==> src/rtl/alu_muldiv_if.sv <==
// Request/result bundle between the control unit and the iterative multiply/divide unit.
// The control unit drives through the master modport; the unit itself uses the slave modport.
interface alu_muldiv_if #(
    parameter int WIDTH = 32
);
    logic             start;
    logic [1:0]       op;
    logic [WIDTH-1:0] reg2;
    logic [WIDTH-1:0] reg3;
    logic             ready;
    logic             result_valid;
    logic [WIDTH-1:0] result_lo;
    logic [WIDTH-1:0] result_hi;
    logic             carry_out;
    logic             zero_out;
    logic             neg_out;
    logic             over_out;

    modport master (
        output start, op, reg2, reg3,
        input  ready, result_valid, result_lo, result_hi,
        input  carry_out, zero_out, neg_out, over_out
    );

    modport slave (
        input  start, op, reg2, reg3,
        output ready, result_valid, result_lo, result_hi,
        output carry_out, zero_out, neg_out, over_out
    );
endinterface

==> src/rtl/alu_muldiv.sv <==
// Iterative signed/unsigned multiply (double-width product) and divide (quotient + remainder),
// one bit per clock on operand magnitudes, with a sign fix-up cycle before results are published.
module alu_muldiv #(
    parameter int WIDTH = 32
) (
    input  logic        clock,
    input  logic        reset_n,
    alu_muldiv_if.slave bus
);
    localparam int CW = $clog2(WIDTH);

    localparam logic [1:0] ST_IDLE = 2'd0;
    localparam logic [1:0] ST_RUN  = 2'd1;
    localparam logic [1:0] ST_FIX  = 2'd2;
    localparam logic [1:0] ST_DONE = 2'd3;

    localparam logic [1:0]       OP_DIVS = 2'd3;
    localparam logic [WIDTH-1:0] MIN_VAL = {1'b1, {(WIDTH-1){1'b0}}};

    logic [1:0]       state_reg;
    logic [CW-1:0]    count_reg;
    logic             signed_reg;
    logic             is_div_reg;
    logic             neg_x_reg;
    logic             neg_y_reg;
    logic             ovf_reg;
    logic [WIDTH-1:0] a_reg;
    logic [WIDTH-1:0] hi_reg;
    logic [WIDTH-1:0] lo_reg;
    logic [WIDTH-1:0] res_lo_reg;
    logic [WIDTH-1:0] res_hi_reg;
    logic             carry_reg;
    logic             zero_reg;
    logic             neg_reg;
    logic             over_reg;

    logic             ready_w;
    logic             accept;
    logic             in_neg_x;
    logic             in_neg_y;
    logic [WIDTH-1:0] in_x_mag;
    logic [WIDTH-1:0] in_y_mag;
    logic [WIDTH-1:0] mul_addend;
    logic [WIDTH:0]   mul_sum;
    logic [WIDTH:0]   rem_shift;
    logic [WIDTH:0]   div_diff;
    logic [2*WIDTH-1:0] prod_mag;
    logic [2*WIDTH-1:0] prod_fixed;
    logic [WIDTH-1:0] quo_fixed;
    logic [WIDTH-1:0] rem_fixed;
    logic [WIDTH-1:0] fix_lo;
    logic [WIDTH-1:0] fix_hi;
    logic             fix_c;
    logic             fix_z;
    logic             fix_n;
    logic             fix_v;

    assign ready_w = (state_reg == ST_IDLE) || (state_reg == ST_DONE);
    assign accept  = bus.start && ready_w;

    // Magnitudes are taken on the accept edge so the iteration itself is purely unsigned.
    always_comb begin
        in_neg_x = bus.op[0] & bus.reg2[WIDTH-1];
        in_neg_y = bus.op[0] & bus.reg3[WIDTH-1];
        in_x_mag = in_neg_x ? -bus.reg2 : bus.reg2;
        in_y_mag = in_neg_y ? -bus.reg3 : bus.reg3;
    end

    // Multiply: {hi,lo} shifts right, adding the multiplicand into hi when lo[0] is set.
    // Divide: restoring step, quotient bits shift into lo as dividend bits shift out.
    always_comb begin
        mul_addend = lo_reg[0] ? a_reg : '0;
        mul_sum    = {1'b0, hi_reg} + {1'b0, mul_addend};
        rem_shift  = {hi_reg, lo_reg[WIDTH-1]};
        div_diff   = rem_shift - {1'b0, a_reg};
    end

    always_comb begin
        prod_mag   = {hi_reg, lo_reg};
        prod_fixed = (neg_x_reg ^ neg_y_reg) ? -prod_mag : prod_mag;
        quo_fixed  = (neg_x_reg ^ neg_y_reg) ? -lo_reg : lo_reg;
        rem_fixed  = neg_x_reg ? -hi_reg : hi_reg;
        fix_lo = '0;
        fix_hi = '0;
        fix_c  = 1'b0;
        fix_z  = 1'b0;
        fix_n  = 1'b0;
        fix_v  = 1'b0;
        if (is_div_reg) begin
            fix_lo = ovf_reg ? MIN_VAL : quo_fixed;
            fix_hi = ovf_reg ? '0 : rem_fixed;
            fix_z  = (fix_lo == '0);
            fix_n  = fix_lo[WIDTH-1];
            fix_v  = ovf_reg;
        end else begin
            fix_lo = prod_fixed[WIDTH-1:0];
            fix_hi = prod_fixed[2*WIDTH-1:WIDTH];
            fix_c  = signed_reg ? (fix_hi != {WIDTH{fix_lo[WIDTH-1]}}) : (fix_hi != '0);
            fix_z  = (prod_fixed == '0);
            fix_n  = fix_hi[WIDTH-1];
        end
    end

    always_ff @(posedge clock) begin
        if (!reset_n) begin
            state_reg  <= ST_IDLE;
            count_reg  <= '0;
            signed_reg <= 1'b0;
            is_div_reg <= 1'b0;
            neg_x_reg  <= 1'b0;
            neg_y_reg  <= 1'b0;
            ovf_reg    <= 1'b0;
            a_reg      <= '0;
            hi_reg     <= '0;
            lo_reg     <= '0;
            res_lo_reg <= '0;
            res_hi_reg <= '0;
            carry_reg  <= 1'b0;
            zero_reg   <= 1'b0;
            neg_reg    <= 1'b0;
            over_reg   <= 1'b0;
        end else begin
            case (state_reg)
                ST_IDLE, ST_DONE: begin
                    if (accept) begin
                        if (bus.op[1] && (bus.reg3 == '0)) begin
                            // Divide by zero skips the iteration entirely.
                            state_reg  <= ST_DONE;
                            res_lo_reg <= '1;
                            res_hi_reg <= bus.reg2;
                            carry_reg  <= 1'b0;
                            zero_reg   <= 1'b0;
                            neg_reg    <= 1'b1;
                            over_reg   <= 1'b1;
                        end else begin
                            state_reg  <= ST_RUN;
                            count_reg  <= CW'(WIDTH-1);
                            signed_reg <= bus.op[0];
                            is_div_reg <= bus.op[1];
                            neg_x_reg  <= in_neg_x;
                            neg_y_reg  <= in_neg_y;
                            ovf_reg    <= (bus.op == OP_DIVS) && (bus.reg2 == MIN_VAL) && (bus.reg3 == '1);
                            a_reg      <= bus.op[1] ? in_y_mag : in_x_mag;
                            lo_reg     <= bus.op[1] ? in_x_mag : in_y_mag;
                            hi_reg     <= '0;
                        end
                    end else begin
                        state_reg <= ST_IDLE;
                    end
                end
                ST_RUN: begin
                    if (is_div_reg) begin
                        hi_reg <= div_diff[WIDTH] ? rem_shift[WIDTH-1:0] : div_diff[WIDTH-1:0];
                        lo_reg <= {lo_reg[WIDTH-2:0], ~div_diff[WIDTH]};
                    end else begin
                        hi_reg <= mul_sum[WIDTH:1];
                        lo_reg <= {mul_sum[0], lo_reg[WIDTH-1:1]};
                    end
                    if (count_reg == '0) begin
                        state_reg <= ST_FIX;
                    end else begin
                        count_reg <= count_reg - CW'(1);
                    end
                end
                ST_FIX: begin
                    state_reg  <= ST_DONE;
                    res_lo_reg <= fix_lo;
                    res_hi_reg <= fix_hi;
                    carry_reg  <= fix_c;
                    zero_reg   <= fix_z;
                    neg_reg    <= fix_n;
                    over_reg   <= fix_v;
                end
                default: state_reg <= ST_IDLE;
            endcase
        end
    end

    assign bus.ready        = ready_w;
    assign bus.result_valid = (state_reg == ST_DONE);
    assign bus.result_lo    = res_lo_reg;
    assign bus.result_hi    = res_hi_reg;
    assign bus.carry_out    = carry_reg;
    assign bus.zero_out     = zero_reg;
    assign bus.neg_out      = neg_reg;
    assign bus.over_out     = over_reg;
endmodule

==> src/flat_wrapper.sv <==
// flat-port wrapper written by rule: the top's interface ports become plain ports
module alu_muldiv_flat 
#(
    parameter int WIDTH = 32
)
  (clock, reset_n, bus_start, bus_op, bus_reg2, bus_reg3, bus_ready, bus_result_valid, bus_result_lo, bus_result_hi, bus_carry_out, bus_zero_out, bus_neg_out, bus_over_out);
  alu_muldiv_if #(.WIDTH(WIDTH)) bus_i ();
  input  logic clock;
  input  logic reset_n;
  input wire logic [$bits(bus_i.start)-1:0] bus_start;
  input wire logic [$bits(bus_i.op)-1:0] bus_op;
  input wire logic [$bits(bus_i.reg2)-1:0] bus_reg2;
  input wire logic [$bits(bus_i.reg3)-1:0] bus_reg3;
  output wire logic [$bits(bus_i.ready)-1:0] bus_ready;
  output wire logic [$bits(bus_i.result_valid)-1:0] bus_result_valid;
  output wire logic [$bits(bus_i.result_lo)-1:0] bus_result_lo;
  output wire logic [$bits(bus_i.result_hi)-1:0] bus_result_hi;
  output wire logic [$bits(bus_i.carry_out)-1:0] bus_carry_out;
  output wire logic [$bits(bus_i.zero_out)-1:0] bus_zero_out;
  output wire logic [$bits(bus_i.neg_out)-1:0] bus_neg_out;
  output wire logic [$bits(bus_i.over_out)-1:0] bus_over_out;
  assign bus_i.start = bus_start;
  assign bus_i.op = bus_op;
  assign bus_i.reg2 = bus_reg2;
  assign bus_i.reg3 = bus_reg3;
  assign bus_ready = bus_i.ready;
  assign bus_result_valid = bus_i.result_valid;
  assign bus_result_lo = bus_i.result_lo;
  assign bus_result_hi = bus_i.result_hi;
  assign bus_carry_out = bus_i.carry_out;
  assign bus_zero_out = bus_i.zero_out;
  assign bus_neg_out = bus_i.neg_out;
  assign bus_over_out = bus_i.over_out;
  alu_muldiv #(.WIDTH(WIDTH)) u_core (.clock(clock), .reset_n(reset_n), .bus(bus_i));
endmodule
==> config.mk <==
export PLATFORM = sky130hd
export DESIGN_NAME = alu_muldiv_flat
export DESIGN_NICKNAME = d
export VERILOG_FILES = /design/src/rtl/alu_muldiv_if.sv /design/src/rtl/alu_muldiv.sv /design/src/flat_wrapper.sv
export SDC_FILE = /design/constraint.sdc
export NUM_CORES = 1
export LEC_CHECK = 0
export BUFFER_PORTS_ARGS = -buffer_cell sky130_fd_sc_hd__buf_2
export CAP_MARGIN = 5
export CORE_ASPECT_RATIO = 0.8
export CORE_MARGIN = 8
export CORE_UTILIZATION = 40
export DETAILED_ROUTE_END_ITERATION = 8
export HOLD_SLACK_MARGIN = 0.02
export SYNTH_ARGS = -nofsm -noshare
export SYNTH_HDL_FRONTEND = slang
export SYNTH_SLANG_ARGS = --single-unit
export TNS_END_PERCENT = 1
==> constraint.sdc <==
create_clock -name clock -period 4.7 [get_ports clock]
set_input_delay 0.47 -clock clock [delete_from_list [all_inputs] [get_ports clock]]
set_output_delay 0.47 -clock clock [all_outputs]
set_load 0.005 [all_outputs]
==> flow_summary.json <==
{
  "final_nets": 2415,
  "viasPerCell": 6.14,
  "synth_cell_types": 88,
  "synthMostInstantiatedCell": "nor2_1",
  "clockBufferDepth": 2,
  "fin_hold_ws_ns": 0.366,
  "cellPowerDensity_nw_per_um2": 528,
  "synth-seq-area-share": 0.219,
  "synthToLayoutAreaGrowth_pct": 10.8,
  "cts_num_sinks": 176,
  "critPathSlowestCell": "dfxtp_1",
  "yosys.area.top_type_share": 0.219,
  "yosysWarnings": 0,
  "cp-start-kind": "register",
  "hold_viol": 0,
  "io_buffers": 138,
  "syn_avg_cell_area_um2": 7.21,
  "clkSlewWorstSetupHoldPaths_ns": 0.07,
  "die-width_um": 240,
  "die-area_um2": 47000,
  "overflow": 0,
  "antenna_left": 0,
  "cts_tree": "done",
  "drv_slew": 0,
  "required_ns": 5.06,
  "grt_pass1_wl_mm": 98.8,
  "first_pass_iters": 6,
  "crit_path_max_fanout": 29,
  "slew_headroom": 0.134,
  "synth-edff-count": 0,
  "pin_count": 139,
  "ys_ff_latch": 176,
  "outcome": "completed",
  "synth_common_cells": "nor2_1 (268), nand2_1 (214), a21oi_1 (194)",
  "place_ws_ns": 0.616,
  "clock_latency_ns": 0.47,
  "grt_busiest_layer": "met1",
  "maxCapViolations": 0,
  "hp-start": "bus_op[0]",
  "total_power_uw": 9420,
  "placed_area_um2": 17200,
  "grt_util_all_layers": 0.273,
  "grt_pass1_vias": 15700,
  "holdCritPathClass": "in -> reg",
  "use_met2": 0.382,
  "coreArea_um2": 39500,
  "antenna_found_initial": 1,
  "setup_slack_ns": 0.505,
  "ctsHtreeMaxLevel": 4,
  "grtUsageMet3": 0.0816,
  "place.gp.congestion": 0.969,
  "grt_max_degree": 107,
  "die_y_um": 195,
  "crit_path_end_kind": "register",
  "finalSetupTns_ns": 0,
  "numCtsBuffers": 17,
  "crit_top_cell": "mux2i_1",
  "rows": 65,
  "critPathMaxStageDelay_ns": 0.78,
  "layout-drive-gt1-share": 0.122,
  "syn_nets": 2378,
  "wirelength_mm": 66.8,
  "initial_core_util": 0.407,
  "setup_viol": 0,
  "ys.flop_type": "dfxtp_1",
  "crit_type": "reg -> reg",
  "power.leakage_uw": 0.00697,
  "async_flop_share": 0,
  "clock_skew_ns": 0.0129,
  "cts_setup_buffers": 0,
  "grtUsageMet1": 0.404,
  "timing.fmax_mhz": 238,
  "tightest_slew_ns": 1.29,
  "cp.arrival_ns": 4.56,
  "hold_buffers": 0,
  "vias": 17300,
  "dr.first_iter.drc_count": 2093,
  "netlist_area_um2": 16100,
  "synth_area_leaders": "dfxtp_1 (22%), nor2_1 (6.2%), a21oi_1 (6.0%)",
  "dp_hpwl_mm": 52.2,
  "fillers": 4088,
  "fin_crit_sh": 0.893,
  "fin_area_um2": 17800,
  "r2r-start": "u_core.hi_reg[11]",
  "post_cts_resized": 0,
  "irDropWorstVdd_v": 0.000746,
  "syn_inst": 2233,
  "min_period_ns": 4.20,
  "cts-root-buf": "clkbuf_16",
  "rsz0062_at_grt": "no",
  "post-route-drc-count": 0,
  "yosysTopAreaCell": "dfxtp_1",
  "path_cells": "ha_1, a21oi_1, o21ai_0, a211oi_1, o21ai_1, a311o_1, a221oi_2, xnor2_2, buf_12, mux2i_1, mux2i_1, a22o_1",
  "wire_per_inst_um": 23.7,
  "worstSetupStartpoint": "u_core.hi_reg[11]"
}
==> worst max-delay path, delay by kind of cell (launching register included) <==
family,cells,cell delay [ns]
fa+ha+maj,1,0.41
buf+inv,1,0.25
xor+xnor,1,0.19
mux,2,0.45
compound gates,7,2.00
flops,1,0.78
==> power breakdown <==
part           internal (uW)  switching [uW]  leakage (uW)  total (uW)
logic                   1920            3540       0.00524        5470
clock network            804             681      0.000289        1490
registers               1980             490       0.00145        2470
total                   4710            4720       0.00697        9420
==> cell usage in the layout, fill, tap and decap left out, types with 10 or more instances in the layout <==
cell type,count
nor4_1,23
nand2b_1,25
dfxtp_1,175
nand4_1,34
nor2_1,268
nand2_1,214
or2_2,10
or3_1,14
mux2_2,10
inv_1,84
nor3_1,46
nand3_1,37
xnor2_1,106
buf_4,48
and3_1,12
a21o_1,28
o21ai_0,154
ha_1,73
or4_1,10
o21bai_1,12
clkbuf_16,17
o211ai_1,79
xor2_1,92
o221ai_1,29
mux2i_1,56
a21oi_1,194
buf_2,138
o31ai_1,23
and2_1,17
a311oi_1,19
a22oi_1,11
a211oi_1,49
a31oi_1,26
==> cell families after synthesis <==
kind of cell | count (synthesis) | synth area share
buf+inv | 257 | 0.0627
compound gates | 699 | 0.282
mux | 66 | 0.0418
fa+ha+maj | 76 | 0.0600
flops | 176 | 0.219
xor+xnor | 201 | 0.109
simple gates | 758 | 0.225
==> stage by stage <==
step	std cells	util
floorplan	2233	-
global placement	2787	0.436
detailed placement	2787	0.436
CTS	2819	0.451
global route	2820	0.451
finish	2820	0.451
==> per-layer routing <==
layer / routed length, um / vias to the layer above
met1: 31500 / 8220
met2: 26500 / 902
met3: 7580 / 68
met4: 1040 / 2
met5: 85 / -
li1: - / 8132
==> area by class of cell <==
type / instances / area (um2) / share of cell area
Antenna cell: 1 / 2.50 / 0.000140
Sequential cell: 176 / 3530 / 0.198
Timing Repair Buffer: 189 / 1110 / 0.0623
Multi-Input combinational cell: 1800 / 11600 / 0.651
Clock inverter: 14 / 154 / 0.00863
Clock buffer: 18 / 439 / 0.0246
Tap cell: 536 / 671 / 0.0376
Inverter: 86 / 325 / 0.0182
==> path summary, 6_finish.rpt <==
kind / slack, ns / depth (start not counted) / end
min: 0.37 / 3 / u_core.signed_reg
max: 0.50 / 12 / u_core.hi_reg[16]
min reg2reg: 0.45 / 2 / u_core.bus.result_hi[18]
max reg2reg: 0.50 / 12 / u_core.hi_reg[16]
Power figures use the tool's default switching activity.
